[src/rtl/rev_band_classifier_pkg.sv]
// Shared band / ignition types and the threshold classifier for rev_band_classifier.
package rev_pkg;

    typedef logic [1:0] band_t;

    localparam band_t BAND_IDLE = 2'b00;
    localparam band_t BAND_LOW  = 2'b01;
    localparam band_t BAND_MID  = 2'b10;
    localparam band_t BAND_HIGH = 2'b11;

    typedef enum logic {
        IGN_OFF = 1'b0,
        IGN_ON  = 1'b1
    } ign_state_t;

    // Highest band whose threshold n reaches; also used with the lowered hysteresis thresholds.
    function automatic band_t classify(input int n, input int th1, input int th2, input int th3);
        if (n >= th3) return BAND_HIGH;
        if (n >= th2) return BAND_MID;
        if (n >= th1) return BAND_LOW;
        return BAND_IDLE;
    endfunction

endpackage

[src/rtl/rev_band_classifier_btn_debounce.sv]
// btn_debounce: 2-flop synchronizer plus a stable-level counter; level_o changes only
// after the synced input has differed from it for DEB_CYCLES consecutive cycles.
module btn_debounce #(
    parameter int DEB_CYCLES = 16
) (
    input  logic clk,
    input  logic reset_n,
    input  logic btn_i,
    output logic level_o
);

    localparam int DW = (DEB_CYCLES > 1) ? $clog2(DEB_CYCLES) : 1;

    logic          sync1_q, sync2_q;
    logic          level_q, level_d;
    logic [DW-1:0] deb_q, deb_d;

    always_ff @(posedge clk or negedge reset_n) begin
        if (!reset_n) begin
            sync1_q <= 1'b0;
            sync2_q <= 1'b0;
            level_q <= 1'b0;
            deb_q   <= '0;
        end else begin
            sync1_q <= btn_i;
            sync2_q <= sync1_q;
            level_q <= level_d;
            deb_q   <= deb_d;
        end
    end

    always_comb begin
        level_d = level_q;
        deb_d   = '0;
        if (sync2_q != level_q) begin
            if (deb_q == DW'(DEB_CYCLES - 1)) begin
                level_d = sync2_q;
            end else begin
                deb_d = deb_q + 1'b1;
            end
        end
    end

    assign level_o = level_q;

endmodule

[src/rtl/rev_band_classifier.sv]
// rev_band_classifier: debounced ignition toggle (A) and windowed tach-pulse band (C).
// Define REV_BAND_HYST_EN to enable downward hysteresis; otherwise C follows the raw band.
module rev_band_classifier
    import rev_pkg::*;
#(
    parameter int WINDOW_CYCLES = 1000,
    parameter int CNT_W         = 8,
    parameter int TH1           = 10,
    parameter int TH2           = 20,
    parameter int TH3           = 40,
    parameter int HYST          = 2,
    parameter int DEB_CYCLES    = 16
) (
    input  logic  clk,
    input  logic  reset_n,
    input  logic  tach_in,
    input  logic  ign_btn,
    output band_t C,
    output logic  A,
    output logic  c_valid
);

`ifdef REV_BAND_HYST_EN
    localparam bit HYST_EN = 1'b1;
`else
    localparam bit HYST_EN = 1'b0;
`endif

    localparam int WIN_W = (WINDOW_CYCLES > 2) ? $clog2(WINDOW_CYCLES) : 1;

    ign_state_t       ign_q, ign_d;
    logic             run_q, run_d;
    logic             btn_lvl, btn_prev_q;
    logic             tach_s1_q, tach_s2_q, tach_prev_q;
    logic [WIN_W-1:0] win_q, win_d;
    logic [CNT_W-1:0] cnt_q, cnt_d;
    band_t            band_q, band_d;
    logic             valid_q, valid_d;

    logic             press;
    logic             tach_edge;
    logic             win_end;
    logic [CNT_W-1:0] n_cnt;
    band_t            up_band;
    band_t            new_band;

    function automatic logic [CNT_W-1:0] sat_inc(input logic [CNT_W-1:0] v, input logic inc);
        if (inc && (v != {CNT_W{1'b1}})) return v + 1'b1;
        return v;
    endfunction

    // Rising is immediate; falling needs n to drop below the lowered thresholds.
    function automatic band_t hyst_band(input band_t up, input int n, input band_t b);
        band_t dn;
        if (up > b) return up;
        dn = classify(n, TH1 - HYST, TH2 - HYST, TH3 - HYST);
        return (dn < b) ? dn : b;
    endfunction

    btn_debounce #(
        .DEB_CYCLES(DEB_CYCLES)
    ) u_ign_deb (
        .clk    (clk),
        .reset_n(reset_n),
        .btn_i  (ign_btn),
        .level_o(btn_lvl)
    );

    always_ff @(posedge clk or negedge reset_n) begin
        if (!reset_n) begin
            ign_q       <= IGN_OFF;
            run_q       <= 1'b0;
            btn_prev_q  <= 1'b0;
            tach_s1_q   <= 1'b0;
            tach_s2_q   <= 1'b0;
            tach_prev_q <= 1'b0;
            win_q       <= '0;
            cnt_q       <= '0;
            band_q      <= BAND_IDLE;
            valid_q     <= 1'b0;
        end else begin
            ign_q       <= ign_d;
            run_q       <= run_d;
            btn_prev_q  <= btn_lvl;
            tach_s1_q   <= tach_in;
            tach_s2_q   <= tach_s1_q;
            tach_prev_q <= tach_s2_q;
            win_q       <= win_d;
            cnt_q       <= cnt_d;
            band_q      <= band_d;
            valid_q     <= valid_d;
        end
    end

    assign press     = btn_lvl & ~btn_prev_q;
    assign tach_edge = tach_s2_q & ~tach_prev_q;
    assign win_end   = (win_q == WIN_W'(WINDOW_CYCLES - 1));
    assign n_cnt     = sat_inc(cnt_q, tach_edge);
    assign up_band   = classify(int'(n_cnt), TH1, TH2, TH3);
    assign new_band  = HYST_EN ? hyst_band(up_band, int'(n_cnt), band_q) : up_band;

    // run_q delays measurement by one cycle after A rises, so the window starts fresh.
    always_comb begin
        ign_d   = ign_q;
        run_d   = run_q;
        win_d   = win_q;
        cnt_d   = cnt_q;
        band_d  = band_q;
        valid_d = 1'b0;
        case (ign_q)
            IGN_OFF: begin
                run_d = 1'b0;
                win_d = '0;
                cnt_d = '0;
                if (press) ign_d = IGN_ON;
            end
            IGN_ON: begin
                if (press) begin
                    ign_d  = IGN_OFF;
                    run_d  = 1'b0;
                    win_d  = '0;
                    cnt_d  = '0;
                    band_d = BAND_IDLE;
                end else begin
                    run_d = 1'b1;
                    if (run_q) begin
                        if (win_end) begin
                            win_d   = '0;
                            cnt_d   = '0;
                            band_d  = new_band;
                            valid_d = 1'b1;
                        end else begin
                            win_d = win_q + 1'b1;
                            cnt_d = n_cnt;
                        end
                    end
                end
            end
            default: ign_d = IGN_OFF;
        endcase
    end

    assign C       = band_q;
    assign A       = (ign_q == IGN_ON);
    assign c_valid = valid_q;

endmodule
[config.mk]
export PLATFORM = sky130hd
export DESIGN_NAME = rev_band_classifier
export DESIGN_NICKNAME = d
export VERILOG_FILES = /design/src/rtl/rev_band_classifier_pkg.sv /design/src/rtl/rev_band_classifier_btn_debounce.sv /design/src/rtl/rev_band_classifier.sv
export SDC_FILE = /design/constraint.sdc
export NUM_CORES = 1
export LEC_CHECK = 0
export CORE_UTILIZATION = 30
export DETAILED_ROUTE_END_ITERATION = 8
export HOLD_SLACK_MARGIN = 0.08
export PLACE_DENSITY = 0.46
export SLEW_MARGIN = 20
export SYNTH_ARGS = -nofsm -noshare
export SYNTH_HDL_FRONTEND = slang
export SYNTH_SLANG_ARGS = --single-unit
[constraint.sdc]
create_clock -name clk -period 2.9 [get_ports clk]
set_clock_uncertainty 0.05 [all_clocks]
set_input_delay 0.725 -clock clk [delete_from_list [all_inputs] [get_ports clk]]
set_output_delay 0.725 -clock clk [all_outputs]
set_load 0.03 [all_outputs]
==> implementation parameters <==
Parameter                              Value

Synthesis
  Unique cell type count in the Yosys netlist ... 50
  Post-synthesis average cell area ... 10.4 um^2
  Fraction of the yosys area taken by sequential cells ... 0.480
  Register bit count reported by yosys ... 34
  Number of synthesized flops with an enable pin ... 0
  Number of nets produced by synthesis ... 178
  Number of warning messages in the yosys log ... 0
  Predominant post-synthesis flop cell ... dfrtp_1
  Synth Instances ... 170
  Share of flip-flops with an asynchronous set or reset ... 1.00
  Area of the mapped netlist ... 0.00177 mm^2

Layout
  Diode count ... 0
  Total non-filler cell area in the finished layout ... 0.00205 mm^2
  Commonest cells after routing, fill and taps aside ... dfrtp_1, nor2_1, nand2_1
  Share of layout cells above drive strength 1 ... 0.154
  Final core utilization ... 0.366
  Area growth from synthesis to layout ... 16.0%
  Final nets ... 189
  Most common library cell in the layout ignoring fill and taps ... dfrtp_1

Floorplan
  I/O pin count ... 8
  Overall die height ... 78.9 um
  Area enclosed by the die boundary ... 0.00622 mm^2
  Starting utilization of the core area ... 0.316
  Number of core rows ... 27
  Horizontal die dimension ... 78.9 um
  Core outline area ... 0.00561 mm^2

CTS
  Clock network latency to the later pin of the worst-skew pair ... 290 ps
  Number of sinks handled by clock tree synthesis ... 34
  Clock-pin slew of the registers on the worst-case setup and hold paths ... 80 ps
  Number of buffers inserted by post-CTS setup repair ... 0
  CTS H-tree lvls ... 2
  Maximum clock insertion buffer count ... 2
  # resized after CTS ... 0
  Clk Tree Root Cell ... clkbuf_8
  Number of buffers added by the clock tree synthesis step ... 5
  Number of hold buffers added after CTS ... 0
  Clock tree from TritonCTS ... built

Critical path
  Source of the worst register-to-register timing path ... cnt_q[1]$_DFFE_PN0P_
  CP Class ... register to output pin
  Buffering stage count on the worst path with inverters included ... 1
  Startpoint kind of the worst setup timing path ... register
  Reg2Reg Capture Point ... C[0]$_DFFE_PN0P_
  Critical path required time ... 2120 ps
  Cell chain of the critical path ... clkdlybuf4s50_1
  Register-to-register setup slack ... 770 ps
  Critical Path Max Stage Delay ... 700 ps
  Signal arrival time at the worst endpoint ... 1410 ps
  Dominant delay contributor by cell family on the critical path ... buffers and inverters
  Critical path fanouts, max ... 5
  Critical-path cell with the highest stage delay ... clkdlybuf4s50_1
  Element type at the critical path end ... output pin
  Cell count of the worst reg-to-reg path ... 7

STA
  Minimum period implied by the final worst setup slack ... 2180 ps
  RSZ-0062 raised after global routing ... no
  Final period utilization ... 0.753
  Setup Total Neg Slack ... 0 ps
  Slew at the pin with the worst max-slew slack ... 683 ps
  Fmax ... 458 MHz
  Count of final max-slew check failures ... 0
  Slack of the critical path ... 717 ps
  Final setup violation count ... 0
  Max_slew headroom ... 0.543
  Number of hold violations in the final report ... 0

Placement
  Cell Area, Placed ... 0.00192 mm^2
  I/O Buffers ... 7
  RePlAce Congestion ... 0.822
  Post-place setup slack ... 788 ps
  HPWL after DPL ... 2530 um

Flow run
  Maximum capacitance violations ... 0

Detailed routing
  Via count ... 1,313
  Total DRC errors in the routed layout ... 0
  Routed wire per std cell ... 13.8 um
  Antenna violation net count after detailed routing ... 0
  Via density ... 5.17
  1st-iter DRT viols ... 100
  Routed WL ... 3520 um
  Detailed-routing iteration count for the pre-antenna-repair pass ... 4

Min path
  Number of cells on the worst hold path ... 0
  Class of the worst hold path ... register to register
  Worst hold path endpoint ... tach_s2_q$_DFF_PN0_
  Startpoint of the worst hold path ... tach_s1_q$_DFF_PN0_

Power and ir drop
  Tot Pwr ... 1.05 mW
  Power density relative to cell area ... 510 mW/mm^2
  Max VDD drop ... 247 uV
  Total leakage power ... 0.829 nW

Global route
  Pin count of the biggest net entering global routing ... 35
  Global-route wire length before repair ... 6240 um
  Number of global-route vias before repair ... 1,283
  Aggregate global-route resource usage ... 0.132
  Overall overflow remaining after global route ... 0
  Initial antenna violation count ... 0

Status
  Status ... finished, final reports clean
[how the worst max path moves through the flow]
| stage | cells after the start | startpoint | to | slack (ps) |
|---|---|---|---|---|
| after global routing | 7 | cnt_q[1]$_DFFE_PN0P_ | C[0]$_DFFE_PN0P_ | 610 |
| after floorplan | 7 | cnt_q[0]$_DFFE_PN0P_ | C[0]$_DFFE_PN0P_ | 920 |
| final | 1 | A$_DFF_PN0_ | A | 720 |
| after global placement | 7 | cnt_q[0]$_DFFE_PN0P_ | C[0]$_DFFE_PN0P_ | 860 |
| after CTS | 1 | A$_DFF_PN0_ | A | 690 |
| after detailed placement | 7 | cnt_q[1]$_DFFE_PN0P_ | C[0]$_DFFE_PN0P_ | 790 |
[cells in the mapped netlist, types with 3 or more instances]
master | instances | area share
nor2_1 | 21 | 0.044
buf_2 | 3 | 0.0085
o21ai_1 | 3 | 0.0085
o21ai_0 | 8 | 0.023
dfrtp_1 | 34 | 0.48
a21oi_1 | 7 | 0.020
nand2_1 | 12 | 0.025
nand4b_1 | 4 | 0.020
a31oi_1 | 4 | 0.014
nand4_1 | 3 | 0.011
nand2b_1 | 3 | 0.011
xnor2_1 | 6 | 0.030
xor2_1 | 3 | 0.015
inv_1 | 5 | 0.011
nand3_1 | 7 | 0.020
ha_1 | 4 | 0.028
[per-stage QoR]
stage               hold slack [ps]  instances
floorplan                       281        170
global placement                286        246
detailed placement              286        246
CTS                             304        254
global route                    314        254
finish                          299        254
[area by class of cell]
class / count / area (um^2)
fillers: 580 / 3550
inverters: 5 / 18.8
flip-flops and latches: 34 / 851
well taps: 72 / 90.1
repair buffers: 9 / 85.1
multi-input cells: 126 / 872
clock buffers: 5 / 68.8
clock inverters: 3 / 68.8
[cells by family after synthesis]
| kind of cell | Yosys count | synth area share |
|---|---|---|
| xor+xnor | 9 | 0.0445 |
| flops | 34 | 0.480 |
| compound gates | 41 | 0.176 |
| mux | 2 | 0.0120 |
| simple gates | 70 | 0.232 |
| buf+inv | 10 | 0.0275 |
| fa+ha+maj | 4 | 0.0282 |
[flip-flops by register name, indices dropped and copies added (netlist names), 2 cells and up]
| signal | cells |
|---|---|
| C | 2 |
| win_q | 10 |
| u_ign_deb.deb_q | 4 |
| cnt_q | 8 |
[metal layers]
| layer | wire length (um) | global-route usage |
|---|---|---|
| met2 | 1640 | 0.203 |
| met1 | 1640 | 0.174 |
| met5 | 0 | 0 |
| met4 | 54 | 0.0491 |
| met3 | 175 | 0.0391 |
[where the power goes]
part | internal [mW] | switching [mW] | leakage [nW]
Clock | 0.344 | 0.181 | 0.0683
Combinational | 0.0140 | 0.0217 | 0.300
Sequential | 0.481 | 0.00637 | 0.461
Note: power is estimated with default switching activity, not from simulation.
